===== config.mk =====
export PLATFORM = sky130hd
export DESIGN_NAME = clc_key
export DESIGN_NICKNAME = d
export VERILOG_FILES = /design/src/rtl/clc_key_pkg.sv /design/src/rtl/clc_key_mod_mul.sv /design/src/rtl/clc_key.sv
export SDC_FILE = /design/constraint.sdc
export NUM_CORES = 1
export LEC_CHECK = 0
export BUFFER_PORTS_ARGS = -buffer_cell sky130_fd_sc_hd__buf_2
export CORE_MARGIN = 2
export CORE_UTILIZATION = 60
export DETAILED_ROUTE_END_ITERATION = 10
export PLACE_DENSITY_LB_ADDON = 0.08
export SLEW_MARGIN = 30
export SYNTH_ARGS = -nofsm -noshare
export SYNTH_HDL_FRONTEND = slang
export SYNTH_SLANG_ARGS = --single-unit

===== constraint.sdc =====
create_clock -name clk -period 19 [get_ports clk]
set_input_delay 3.8 -clock clk [delete_from_list [all_inputs] [get_ports clk]]
set_output_delay 3.8 -clock clk [all_outputs]
set_load 0.1 [all_outputs]

===== src/rtl/clc_key_pkg.sv =====
// rtl/clc_key_pkg.sv - shared constants and state encoding for the Diffie-Hellman stages
package clc_key_pkg;

    localparam int CLC_DW = 32;
    localparam int CLC_RW = 4;
    localparam int CLC_IW = $clog2(CLC_DW);

    typedef enum logic [2:0] {
        IDLE   = 3'd0,
        REDUCE = 3'd1,
        MUL    = 3'd2,
        UPD    = 3'd3,
        DONE   = 3'd4
    } state_t;

endpackage


===== src/rtl/clc_key_mod_mul.sv =====
// rtl/clc_key_mod_mul.sv - bit-serial modular multiplier, y = a*b mod p in DW cycles after go
module mod_mul_seq
    import clc_key_pkg::*;
#(
    parameter int DW = CLC_DW
) (
    input  logic          clk,
    input  logic          rst,
    input  logic          go,
    input  logic [DW-1:0] a,
    input  logic [DW-1:0] b,
    input  logic [DW-1:0] p,
    output logic          rdy,
    output logic [DW-1:0] y
);

    localparam int IW = $clog2(DW);

    logic [DW-1:0] acc_q;
    logic [IW-1:0] idx_q;
    logic          run_q;
    logic          rdy_q;

    // One MSB-first step; the extra top bit absorbs 2*acc and acc+a before reduction.
    function automatic logic [DW-1:0] step(input logic [DW-1:0] acc, input logic bit_i,
                                           input logic [DW-1:0] av, input logic [DW-1:0] pv);
        logic [DW:0] t;
        logic [DW:0] pe;
        pe = {1'b0, pv};
        t  = {acc, 1'b0};
        if (t >= pe) t = t - pe;
        if (bit_i) begin
            t = t + {1'b0, av};
            if (t >= pe) t = t - pe;
        end
        return t[DW-1:0];
    endfunction

    // a, b and p are read live, so the caller holds them from go until rdy.
    always_ff @(posedge clk or negedge rst) begin
        if (!rst) begin
            acc_q <= '0;
            idx_q <= '0;
            run_q <= 1'b0;
            rdy_q <= 1'b0;
        end else if (go) begin
            acc_q <= step(DW'(0), b[DW-1], a, p);
            idx_q <= IW'(DW-2);
            run_q <= 1'b1;
            rdy_q <= 1'b0;
        end else if (run_q) begin
            acc_q <= step(acc_q, b[idx_q], a, p);
            if (idx_q == '0) begin
                run_q <= 1'b0;
                rdy_q <= 1'b1;
            end else begin
                idx_q <= idx_q - IW'(1);
            end
        end
    end

    assign rdy = rdy_q;
    assign y   = acc_q;

endmodule


===== src/rtl/clc_key.sv =====
// rtl/clc_key.sv - shared-secret stage, key = r_peer^x mod p by left-to-right square-and-multiply
module clc_key
    import clc_key_pkg::*;
#(
    parameter int DW = CLC_DW,
    parameter int RW = CLC_RW
) (
    input  logic          clk,
    input  logic          rst,
    input  logic          st,
    input  logic [RW-1:0] r_peer,
    input  logic [DW-1:0] p,
    input  logic [DW-1:0] x,
    output logic [DW-1:0] key,
    output logic          done,
    output logic          busy,
    output logic          err
);

    localparam int IW = $clog2(DW);

    state_t        state_q;
    logic [DW-1:0] p_q, x_q, base_q, res_q, key_q;
    logic [IW-1:0] bidx_q, cyc_q, msb_idx;
    logic          sel_q, go_q, done_q, busy_q, err_q;
    logic [DW-1:0] mul_a, mul_y;
    logic          mul_rdy;

    always_comb begin
        msb_idx = '0;
        for (int i = 0; i < DW; i++) begin
            if (x_q[i]) msb_idx = i[IW-1:0];
        end
    end

    assign mul_a = sel_q ? base_q : res_q;

    mod_mul_seq #(.DW(DW)) u_mul (
        .clk (clk),
        .rst (rst),
        .go  (go_q),
        .a   (mul_a),
        .b   (res_q),
        .p   (p_q),
        .rdy (mul_rdy),
        .y   (mul_y)
    );

    always_ff @(posedge clk or negedge rst) begin
        if (!rst) begin
            state_q <= IDLE;
            p_q     <= '0;
            x_q     <= '0;
            base_q  <= '0;
            res_q   <= '0;
            key_q   <= '0;
            bidx_q  <= '0;
            cyc_q   <= '0;
            sel_q   <= 1'b0;
            go_q    <= 1'b0;
            done_q  <= 1'b0;
            busy_q  <= 1'b0;
            err_q   <= 1'b0;
        end else begin
            go_q   <= 1'b0;
            done_q <= 1'b0;
            case (state_q)
                IDLE: begin
                    if (st) begin
                        p_q     <= p;
                        x_q     <= x;
                        base_q  <= {{(DW-RW){1'b0}}, r_peer};
                        res_q   <= (p == DW'(1)) ? '0 : DW'(1);
                        busy_q  <= 1'b1;
                        err_q   <= 1'b0;
                        state_q <= REDUCE;
                    end
                end
                // p==0 spends one cycle here too, giving the error case its single-cycle latency.
                REDUCE: begin
                    if (p_q != '0 && base_q >= p_q) begin
                        base_q <= base_q - p_q;
                    end else if (p_q == '0 || x_q == '0) begin
                        key_q   <= (p_q == '0) ? '0 : res_q;
                        err_q   <= (p_q == '0);
                        done_q  <= 1'b1;
                        state_q <= DONE;
                    end else begin
                        bidx_q  <= msb_idx;
                        sel_q   <= 1'b0;
                        cyc_q   <= '0;
                        go_q    <= 1'b1;
                        state_q <= MUL;
                    end
                end
                MUL: begin
                    if (cyc_q == IW'(DW-1)) state_q <= UPD;
                    else                    cyc_q   <= cyc_q + IW'(1);
                end
                UPD: begin
                    if (mul_rdy) begin
                        res_q <= mul_y;
                        cyc_q <= '0;
                        if (!sel_q && x_q[bidx_q]) begin
                            sel_q   <= 1'b1;
                            go_q    <= 1'b1;
                            state_q <= MUL;
                        end else if (bidx_q == '0) begin
                            key_q   <= mul_y;
                            done_q  <= 1'b1;
                            state_q <= DONE;
                        end else begin
                            bidx_q  <= bidx_q - IW'(1);
                            sel_q   <= 1'b0;
                            go_q    <= 1'b1;
                            state_q <= MUL;
                        end
                    end
                end
                DONE: begin
                    busy_q  <= 1'b0;
                    state_q <= IDLE;
                end
                default: state_q <= IDLE;
            endcase
        end
    end

    assign key  = key_q;
    assign done = done_q;
    assign busy = busy_q;
    assign err  = err_q;

endmodule


==> reports/summary.md <==
The flow ran to the end, and the final reports show no timing, DRC or antenna violations. The power per cell area was 45.4 nW/um2. After clock tree synthesis, the clock-pin slew on the worst setup and hold paths is 0.07 ns.

The mapped cell area is 21300 um2. The run gives 3037 as the instance count after placement with tap cells included. The number of vias per cell came out at 6.73. STA classifies the critical path endpoint as a flip-flop. The synthesis-to-layout area growth is 8.13%.

After floorplanning, the core was divided into 68 placement rows. The number of hold buffers added after CTS was 0. For the gate count of the mapped netlist, the log shows 2553.

The filler cell count was 2986. Entering global routing, the biggest net connects 130 pins. Post-synthesis area per instance: 8.34 um2. The worst hold path belongs to the class reg -> reg.

For this run, the leading register cell type out of synthesis is dfrtp_1. The tools report the max-capacitance violation count as 0. In this run, synthesis produced a sequential element count of 217. The run gives 0 as the total number of yosys warnings. The logs give 0.0000658 V for the peak supply drop and 19300 for the number of global-route vias before repair. Global routing finished with a remaining overflow of 0. The number of enable-type register cells in the synthesized netlist works out to 0. The worst setup path is launched from a flip-flop. Setup repair after global routing left no endpoint under its margin. The number of cells upsized or downsized after cts is 0, and the routed wire length on met2 is 32.7 mm. The routed length on met3 is 6.06 mm. The cell with the largest stage delay on the worst path was buf_4.

The total area inside the core boundary comes to 34700 um2. After detailed routing, the average wire length per cell comes to 23.9 um. The total count of max-transition violations in the final report was 0; the width of the die was 192 um. The highest net fanout along the worst path was 62; the number of buffers inserted during clock tree synthesis was 25.

The transition time at the pin with the least slew margin was 0.994 ns. The tools report the area of all sequential standard cells as 5430 um2. The classification of the worst setup path was reg -> reg. Setup clock skew after layout: 0.0137 ns. Of all flip-flops after synthesis, the portion carrying an async set or reset was 100%. In this run, distinct cell masters in the synthesized netlist total 93. For this design, the sink count on the clock tree is 217.

The leakage power is 11.3 nW. Of the cells placed in the final design, the portion with a size suffix greater than 1 is 11.6%. The worst slew margin relative to its limit is 33.1%.

Detailed placement finished with a half-perimeter wire length of 57.3 mm. The detailed router finished its first iteration with 2185 violations. In this run the remaining antenna-violating nets after routing total 0. Number of antenna violations at the first check in global routing: 1.

Routed signal wires occupy layers up through met4. TritonCTS built the clock tree. The initial cell density of the core was 61.3%. Based on the critical path, the design can be clocked at up to 0.108 GHz. The diode insertion count for antenna repair was 0; the largest stage delay on the critical path was 0.47 ns. The final-layout setup total negative slack is 0 ns, and the remaining design rule violation count is 0. The later pin in the worst-skew pair is clocked with a latency of 0.56 ns. For the H-tree depth, the log shows 1. Data arrives at the worst endpoint at 9.73 ns. For this block, the via count after detailed routing is 20800. The boundary pin count was 106. In the layout the commonest cells are nand2_1 (308), o21ai_0 (249), dfrtp_1 (217), ha_1 (198), a21oi_1 (184).

Global routing used 39.6% of the available tracks. In this run the post-CTS setup repair buffer count came out at 0. The final net count is 2885, and the critical path required time is 19.44 ns.

The pre-antenna-repair detailed-routing pass consisted of 6 iterations. The most common cell after layout, fill and taps aside was nand2_1. The die is 192 um tall. Of the available clock period, the critical path in the final layout requires 48.9%.

When the netlist entered floorplanning its net count stood at 2828. For the area taken by multi-input logic gates, the log shows 15100 um2. Clock tree synthesis selected as its root buffer the cell clkbuf_16.

The logs give 0 for the count of endpoints failing hold in the final timing report and 1.01 for the weighted congestion at the end of routability-driven global placement. The die covers 37000 um2. Wires add up to 73.7 mm. Quantity of I/O buffers inserted on ports: 105. The first global-routing pass estimated 112 mm of wire.

The run gives 25.5% as the register area share after synthesis. The clock passes through at most 3 buffers. Counting I/O delays and the setup requirement, the final critical path takes 9.29 ns. The total design power came out at 0.00104 W. In the final routing, the length of wire on met1 measures 30.2 mm.

Setup violations remaining at the end of the flow were counted as 0. Once layout is complete, the cells apart from fillers number 3082.
==> power breakdown <==
part           internal, W  switching [W]   total, W  leakage (nW)
registers         0.000467     0.00000845   0.000475          2.76
clock network     0.000282       0.000209   0.000491         0.398
logic            0.0000323      0.0000465  0.0000788          8.18
==> path summary, 6_finish.rpt <==
path	start	slack, ns	endpoint	depth (start not counted)
setup reg to reg	p_q[1]	9.71	u_mul.y[4]	32
max in group asynchronous	rst	14.65	u_mul.y[3]	2
hold / removal	key[13]	0.48	key[13]	2
setup / recovery	p_q[1]	9.71	u_mul.y[4]	32
hold reg to reg	key[13]	0.48	key[13]	2
min in group asynchronous	rst	3.21	key[27]	1
==> through the flow <==
stage	cell area (um2)	utilization (%)	setup slack, ns	hold slack [ns]
final	23000	66.3	9.71	0.479
after global routing	23000	66.3	9.09	0.516
after CTS	23000	66.2	9.90	0.483
after detailed placement	22200	63.9	9.91	0.466
after global placement	22200	63.8	10.23	0.458
after floorplan	21300	-	11.68	0.456
==> routing by layer <==
metal  vias to the layer above  GRT usage, %
met5                         -             0
met4                         0          21.9
met3                       233          5.46
met2                      1018          62.2
met1                      9908          52.8
li1                       9597             -
==> cells by family (layout without fill, tap and decap cells) <==
family          after synthesis  count (layout)  share of synthesized area (%)
compound gates              881             881                           27.1
xor+xnor                    159             159                           6.54
fa+ha+maj                   204             204                           12.2
buf+inv                     184             258                           3.57
flops                       217             217                           25.5
mux                         131             131                           7.84
simple gates                777             777                           17.3
==> state kept, by name, indices dropped and copies added, names as in the netlist <==
signal       cells
u_mul.idx_q      5
go_q             1
base_q          32
err              1
u_mul.run_q      1
cyc_q            5
u_mul.y         32
sel_q            1
u_mul.rdy        1
key             32
x_q             32
done             1
p_q             32
bidx_q           5
busy             1
state_q          3
res_q           32
==> cell type report <==
cell class / instances / area share [%]
inverters: 85 / 1.39
repair buffers: 129 / 3.21
multi-input cells: 2152 / 65.8
clock inverters: 8 / 0.337
well taps: 455 / 2.47
flip-flops and latches: 217 / 23.6
clock buffers: 36 / 3.20
==> synth_stat cells, types with 24 or more instances <==
cell / n / area, um2
nand4_1: 25 / 156
xor2_1: 63 / 552
nor2b_1: 28 / 175
a21o_1: 84 / 631
nor3_1: 41 / 205
nand3_1: 40 / 200
o21ai_0: 249 / 1250
mux2_2: 78 / 878
ha_1: 198 / 2480
o21a_1: 36 / 270
a21boi_0: 38 / 285
xnor2_1: 96 / 841
a31oi_1: 24 / 150
nand2b_1: 39 / 244
dfrtp_1: 217 / 5430
inv_1: 85 / 319
clkbuf_1: 75 / 282
o31ai_1: 34 / 255
a21oi_1: 185 / 926
nor2_1: 164 / 616
nand2_1: 308 / 1160
o211ai_1: 36 / 270
a22oi_1: 25 / 188
mux2i_1: 31 / 310
nor4_1: 31 / 194
a211oi_1: 32 / 240
==> worst max-delay path, delay by kind of cell, from the launching register on <==
family,cells,cell delay [ns]
flops,1,0.45
fa+ha+maj,3,0.92
compound gates,18,4.65
mux,2,0.79
buf+inv,3,0.87
xor+xnor,1,0.24
simple gates,5,1.19
(Power assumes the default switching activity.)
